**src/rtl/cfg_master.sv**
```systemverilog
// cfg_master: programs one convolution job into a register slave.
// Writes kernel/input dims, params and start, then polls the done bit.
//
// Ports:
//   clk, rst             clock, async active-high reset
//   job_valid/job_ready  job descriptor handshake (ready only in IDLE)
//   job_kw, job_kh       kernel width/height
//   job_iw, job_ih       input width/height
//   job_stride, job_pad  stride and padding
//   job_done, job_err    one-cycle completion pulse, err=timeout abort
//   busy                 high whenever a job is in flight
//   reg_write/addr/wdata registered write port to the slave
//   reg_rdata            combinational read data for reg_addr
//
// Build option: define CFG_MASTER_TIMEOUT_EN to abort a job whose
// ARM/POLL phase runs TIMEOUT_CYCLES cycles; otherwise job_err is 0
// and the poll waits forever.
module cfg_master #(
  parameter int unsigned TIMEOUT_CYCLES = 65535
) (
  input  logic        clk,
  input  logic        rst,
  input  logic        job_valid,
  output logic        job_ready,
  input  logic [3:0]  job_kw,
  input  logic [3:0]  job_kh,
  input  logic [7:0]  job_iw,
  input  logic [7:0]  job_ih,
  input  logic [3:0]  job_stride,
  input  logic [3:0]  job_pad,
  output logic        job_done,
  output logic        job_err,
  output logic        busy,
  output logic        reg_write,
  output logic [3:0]  reg_addr,
  output logic [31:0] reg_wdata,
  input  logic [31:0] reg_rdata
);

  typedef enum logic [2:0] {
    IDLE,
    WR_KDIM,
    WR_IDIM,
    WR_PARAM,
    WR_START,
    ARM,
    POLL,
    FIN
  } state_t;

  state_t state_q;
  state_t state_n;

  logic [3:0] kw_q;
  logic [3:0] kh_q;
  logic [7:0] iw_q;
  logic [7:0] ih_q;
  logic [3:0] stride_q;
  logic [3:0] pad_q;

  logic        write_n;
  logic [3:0]  addr_n;
  logic [31:0] wdata_n;
  logic        tmo_hit;
  logic        accept;
  logic        rdata_unused;

  // Only the done bit of the status word matters here.
  assign rdata_unused = ^reg_rdata[31:1];

  assign job_ready = (state_q == IDLE);
  assign busy      = (state_q != IDLE);
  assign accept    = job_valid && (state_q == IDLE);

`ifdef CFG_MASTER_TIMEOUT_EN
  logic [15:0] tmo_q;
  logic        err_n;
  logic        waiting;

  assign waiting = (state_q == ARM) || (state_q == POLL);

  // tmo_q counts ARM/POLL cycles already completed; the cycle that
  // would make it TIMEOUT_CYCLES is the last one.
  assign tmo_hit = waiting &&
                   ((32'(tmo_q) + 32'd1) == TIMEOUT_CYCLES);

  // A real done in POLL wins over a simultaneous timeout.
  assign err_n = tmo_hit &&
                 !((state_q == POLL) && reg_rdata[0]);

  always_ff @(posedge clk or posedge rst) begin
    if (rst) begin
      tmo_q <= 16'd0;
    end else if (state_q == WR_START) begin
      tmo_q <= 16'd0;
    end else if (waiting) begin
      tmo_q <= tmo_q + 16'd1;
    end
  end

  always_ff @(posedge clk or posedge rst) begin
    if (rst) begin
      job_err <= 1'b0;
    end else begin
      job_err <= err_n;
    end
  end
`else
  localparam int unsigned tmo_unused = TIMEOUT_CYCLES;

  assign tmo_hit = 1'b0;
  assign job_err = 1'b0;
`endif

  always_comb begin
    state_n = state_q;
    unique case (state_q)
      IDLE: begin
        if (job_valid) state_n = WR_KDIM;
      end
      WR_KDIM:  state_n = WR_IDIM;
      WR_IDIM:  state_n = WR_PARAM;
      WR_PARAM: state_n = WR_START;
      WR_START: state_n = ARM;
      // Wait for the previous job's done level to clear first.
      ARM: begin
        if (tmo_hit) begin
          state_n = FIN;
        end else if (!reg_rdata[0]) begin
          state_n = POLL;
        end
      end
      POLL: begin
        if (reg_rdata[0] || tmo_hit) state_n = FIN;
      end
      FIN:      state_n = IDLE;
      default:  state_n = IDLE;
    endcase
  end

  // Outputs are registered, so they are decoded from the next state.
  // WR_KDIM is entered straight from IDLE, before the fields latch.
  always_comb begin
    write_n = 1'b0;
    addr_n  = 4'd0;
    wdata_n = 32'd0;
    unique case (state_n)
      WR_KDIM: begin
        write_n = 1'b1;
        addr_n  = 4'd2;
        wdata_n = {20'b0, job_kh, 4'b0, job_kw};
      end
      WR_IDIM: begin
        write_n = 1'b1;
        addr_n  = 4'd3;
        wdata_n = {16'b0, ih_q, iw_q};
      end
      WR_PARAM: begin
        write_n = 1'b1;
        addr_n  = 4'd4;
        wdata_n = {24'b0, pad_q, stride_q};
      end
      WR_START: begin
        write_n = 1'b1;
        addr_n  = 4'd0;
        wdata_n = 32'h1;
      end
      ARM, POLL: begin
        addr_n = 4'd1;
      end
      default: begin
        write_n = 1'b0;
      end
    endcase
  end

  always_ff @(posedge clk or posedge rst) begin
    if (rst) begin
      state_q   <= IDLE;
      reg_write <= 1'b0;
      reg_addr  <= 4'd0;
      reg_wdata <= 32'd0;
      job_done  <= 1'b0;
    end else begin
      state_q   <= state_n;
      reg_write <= write_n;
      reg_addr  <= addr_n;
      reg_wdata <= wdata_n;
      job_done  <= (state_n == FIN);
    end
  end

  always_ff @(posedge clk or posedge rst) begin
    if (rst) begin
      kw_q     <= 4'd0;
      kh_q     <= 4'd0;
      iw_q     <= 8'd0;
      ih_q     <= 8'd0;
      stride_q <= 4'd0;
      pad_q    <= 4'd0;
    end else if (accept) begin
      kw_q     <= job_kw;
      kh_q     <= job_kh;
      iw_q     <= job_iw;
      ih_q     <= job_ih;
      stride_q <= job_stride;
      pad_q    <= job_pad;
    end
  end

endmodule
```
**config.mk**
```make
export PLATFORM = sky130hd
export DESIGN_NAME = cfg_master
export DESIGN_NICKNAME = d
export VERILOG_FILES = /design/src/rtl/cfg_master.sv
export SDC_FILE = /design/constraint.sdc
export NUM_CORES = 1
export LEC_CHECK = 0
export CORE_MARGIN = 5
export CORE_UTILIZATION = 39
export CTS_CLUSTER_SIZE = 14
export DETAILED_ROUTE_END_ITERATION = 8
export PLACE_DENSITY_LB_ADDON = 0.1
export SYNTH_ARGS = -nofsm -noshare
export SYNTH_HDL_FRONTEND = slang
export SYNTH_SLANG_ARGS = --single-unit
```
**constraint.sdc**
```tcl
create_clock -name clk -period 1.8 [get_ports clk]
set_input_delay 0.27 -clock clk [delete_from_list [all_inputs] [get_ports clk]]
set_output_delay 0.27 -clock clk [all_outputs]
set_load 0.01 [all_outputs]
```
==> summary.txt, run 1 <==
Route
  • # DRC: 0
  • Post-route ant nets: 0
  • Via count: about 1300
  • Vias per inst: 4.54
  • Routed length per instance: 14.2 microns
  • Routed WL: 3.96 mm
  • Initial DRC count: 27
  • Initial DRT Pass Iterations: 3

Global route
  • Global Route Usage Sum: 12.4%
  • Largest net degree at the start of global routing: between 40 and 50
  • Vias in the first global route: ~1400
  • Overflow after GRT: 0
  • First-pass GRT wire length: 6.31 mm
  • Initial antenna violation count: 0

Setup path
  • RR Startpoint: state_q[2]$_DFF_PP0_
  • Crit Path Category: register to primary output
  • Reg-to-Reg End: pad_q[3]$_DFFE_PP0P_
  • Worst setup SP type: register
  • R2R Setup Slk: 0.14 ns
  • R2r worst-path depth: 4
  • Critical Path, Cell by Cell: or3_1 -> inv_1 -> dlygate4sd2_1
  • CP max stage cell: dfrtp_1
  • Crit-path max FO: 3
  • Critical Path RT: about 1.5 ns
  • Arrival time at the worst endpoint: 1.41 ns
  • Crit path capture type: primary output
  • Slowest Stage Delay on Critical Path: 0.40 ns

Yosys
  • Synth warnings: 0
  • Post-synthesis cell count: 142
  • Post-synthesis cell type count: 31
  • Avg Inst Size Synth: roughly 14 sq um
  • Seq/Total Area, Yosys: 59.7%
  • Mapped Area: 2010 sq um
  • Register bit count reported by yosys: 48

Floorplanning
  • Die ar.: 6700 sq um
  • Core ar.: 5070 sq um
  • Row Count: 26
  • Initial Util: 39.6%
  • Die W: 81.8 microns
  • Height of the chip: a little over 80 microns
  • # IOs: 108

Power and ir drop
  • Sw Pwr: 1.21 mW
  • Flop pwr share: 42.9%
  • LEAKAGE: approximately 1.2 nW
  • Max rail drop VDD: 661 uV
  • Sw Ratio: roughly 30%
  • Pwr/cell area: roughly 1500 nW/um^2
  • Clock power frac: 15.8%
  • Logic pwr share: roughly 41%
  • P_int: ~2.9 mW
  • Final Total Pwr: 4.10 mW

Timing
  • Max Freq: 0.594 GHz
  • Slew Viols, Final: 0
  • Final setup viols: 0
  • Minimum clock period: around 1.7 ns
  • Clk_skew: 0.00427 ns
  • Final Hold Violating Endpoints: 0
  • RSZ-0062 raised after global routing: no
  • Tcrit/Tclk final: 93.5%
  • Min Hold Slack: ~0.33 ns

Finish
  • Post-Route Utilization: 54.3%
  • Antenna diodes: 0
  • Filler Cell Count: 469
  • Share of layout cells above drive strength 1: 23.3%
  • Commonest non-fill, non-tap cells in the layout: clkdlybuf4s50_1 (56), dfrtp_1 (48), mux2_2 (25), conb_1 (18), buf_4 (10)
  • Finished Cell Area: around 2800 sq um
  • Fin cells: 280
  • Nets: 277
  • Area grow syn2layout: 37.0%
  • Commonest non-fill, non-tap cell in the layout: clkdlybuf4s50_1

Clock tree
  • Clk root buf: clkbuf_8
  • CTS hold repair buffers: 0
  • Worst-skew pair later-pin latency: between 0.2 and 0.3 ns
  • CTS Sinks: 48
  • Inserted Clock Buffers: 5
  • Clock Path Buffers: 2
  • Clock-pin slew of the registers on the worst-case setup and hold paths: about 0.080 ns
  • H-tree depth: 2
  • CTS tree: built

Run status
  • Status: finished clean

Place
  • Port buffer count: 58
  • Placed cell count: 273
  • Placed cell areas: roughly 2700 sq um
  • HPWL after DPL: 2.91 mm
  • Final RePlAce weighted congestion: 0.635

Flow run
  • Max-Cap Viols: 0

Hold path
  • Type of the worst min-delay path: input port to async pin
==> worst max path at each step <==
stage,slack [ns],end,from
after global routing,0.03,job_ready,state_q[0]$_DFF_PP0_
after detailed placement,-0.04,pad_q[3]$_DFFE_PP0P_,job_valid
after CTS,0.09,job_ready,state_q[0]$_DFF_PP0_
after global placement,-0.02,ih_q[7]$_DFFE_PP0P_,job_valid
final,0.12,job_ready,state_q[2]$_DFF_PP0_
after floorplan,0.26,ih_q[0]$_DFFE_PP0P_,state_q[0]$_DFF_PP0_
==> synthesized netlist by cell type, drive strengths merged <==
master  count  area (sq um)
a221oi      1          8.76
nor4bb      3          30.0
nor2b       1          6.26
and4b       1          10.0
nor2        1          3.75
and3b       2          17.5
a221o       4          40.0
a22o        8          70.1
or3         1          6.26
a21oi       1          5.00
o21bai      1          7.51
o21ai       1          5.00
buf        23           179
xnor2       1          8.76
dfrtp      48          1200
nor3b       2          20.0
nand2       1          3.75
nand2b      1          6.26
nor4b       1          23.8
inv         3          11.3
o21a        1          7.51
mux2       25           282
nor3        1          5.00
clkbuf      3          12.5
and2        4          25.0
conb        1          3.75
or2         2          12.5
==> metal layers <==
| metal | vias up | wire length (microns) | share of wire (%) | track usage, % |
|---|---|---|---|---|
| met4 | 0 | 70 | 1.8 | 4.65 |
| li1 | 592 | - | - | - |
| met3 | 6 | 299 | 7.5 | 4.61 |
| met2 | 45 | 1990 | 50 | 21.3 |
| met1 | 629 | 1610 | 41 | 14.0 |
| met5 | - | 0 | 0 | 0 |
==> power groups by stage <==
stage / combinational (mW) / clock, mW / sequential, mW
CTS: 1.72 / 0.670 / 1.77
global placement: 1.70 / 0 / 1.76
finish: 1.69 / 0.646 / 1.76
global route: 1.85 / 0.706 / 1.82
floorplan: 0.924 / 0 / 1.86
detailed placement: 1.73 / 0 / 1.79
==> logic make-up after synthesis <==
group / after synthesis / synth area share [%]
DFF: 48 / 59.7
buffers and inverters: 29 / 10.1
muxes: 25 / 14.0
and+or+nand+nor: 21 / 8.46
AOI/OAI and AO/OA: 17 / 7.15
xor gates and xnor gates: 1 / 0.435
other: 1 / 0.186
==> through the flow <==
stage | setup TNS, ns | setup WS [ns]
final | 0 | 0.117
after global routing | 0 | 0.0338
after CTS | 0 | 0.0891
after detailed placement | -0.438 | -0.0448
after global placement | -0.240 | -0.0223
after floorplan | 0 | 0.260
==> layout make-up <==
type | instances | area [sq um] | area share [%]
inverter | 3 | 11.3 | 0.409
clock inverter | 1 | 8.76 | 0.318
tap | 70 | 87.6 | 3.18
timing repair buffer | 70 | 693 | 25.1
multi-input combinational | 82 | 672 | 24.4
sequential | 48 | 1200 | 43.6
clock buffer | 6 | 82.6 | 3.00
==> critical path, delay by kind of cell (launching register included) <==
kind	cells	cell delay, ns
and+or+nand+nor	1	0.39
buffers and inverters	2	0.33
DFF	1	0.40
==> sequential cells by signal (all words and copies together) (netlist names) <==
| register | flops |
|---|---|
| reg_wdata | 16 |
| ih_q | 8 |
| iw_q | 8 |
| pad_q | 4 |
| stride_q | 4 |
| reg_addr | 3 |
| state_q | 3 |
| job_done | 1 |
| reg_write | 1 |
==> what timing repair did <==
item / 4_1_cts / 5_1_grt
buffers inserted: 0 / 0
setup endpoints to repair: 2 / 0
resized for setup: 2 / 0
(Power assumes the default switching activity.)
==> run 2: changes to the inputs <==
HOLD_SLACK_MARGIN = 0.15   (was unset)
SKIP_LAST_GASP = 1   (was unset)
==> results of run 2 <==
Final layout, timing and power as in run 1 (identical DEF).
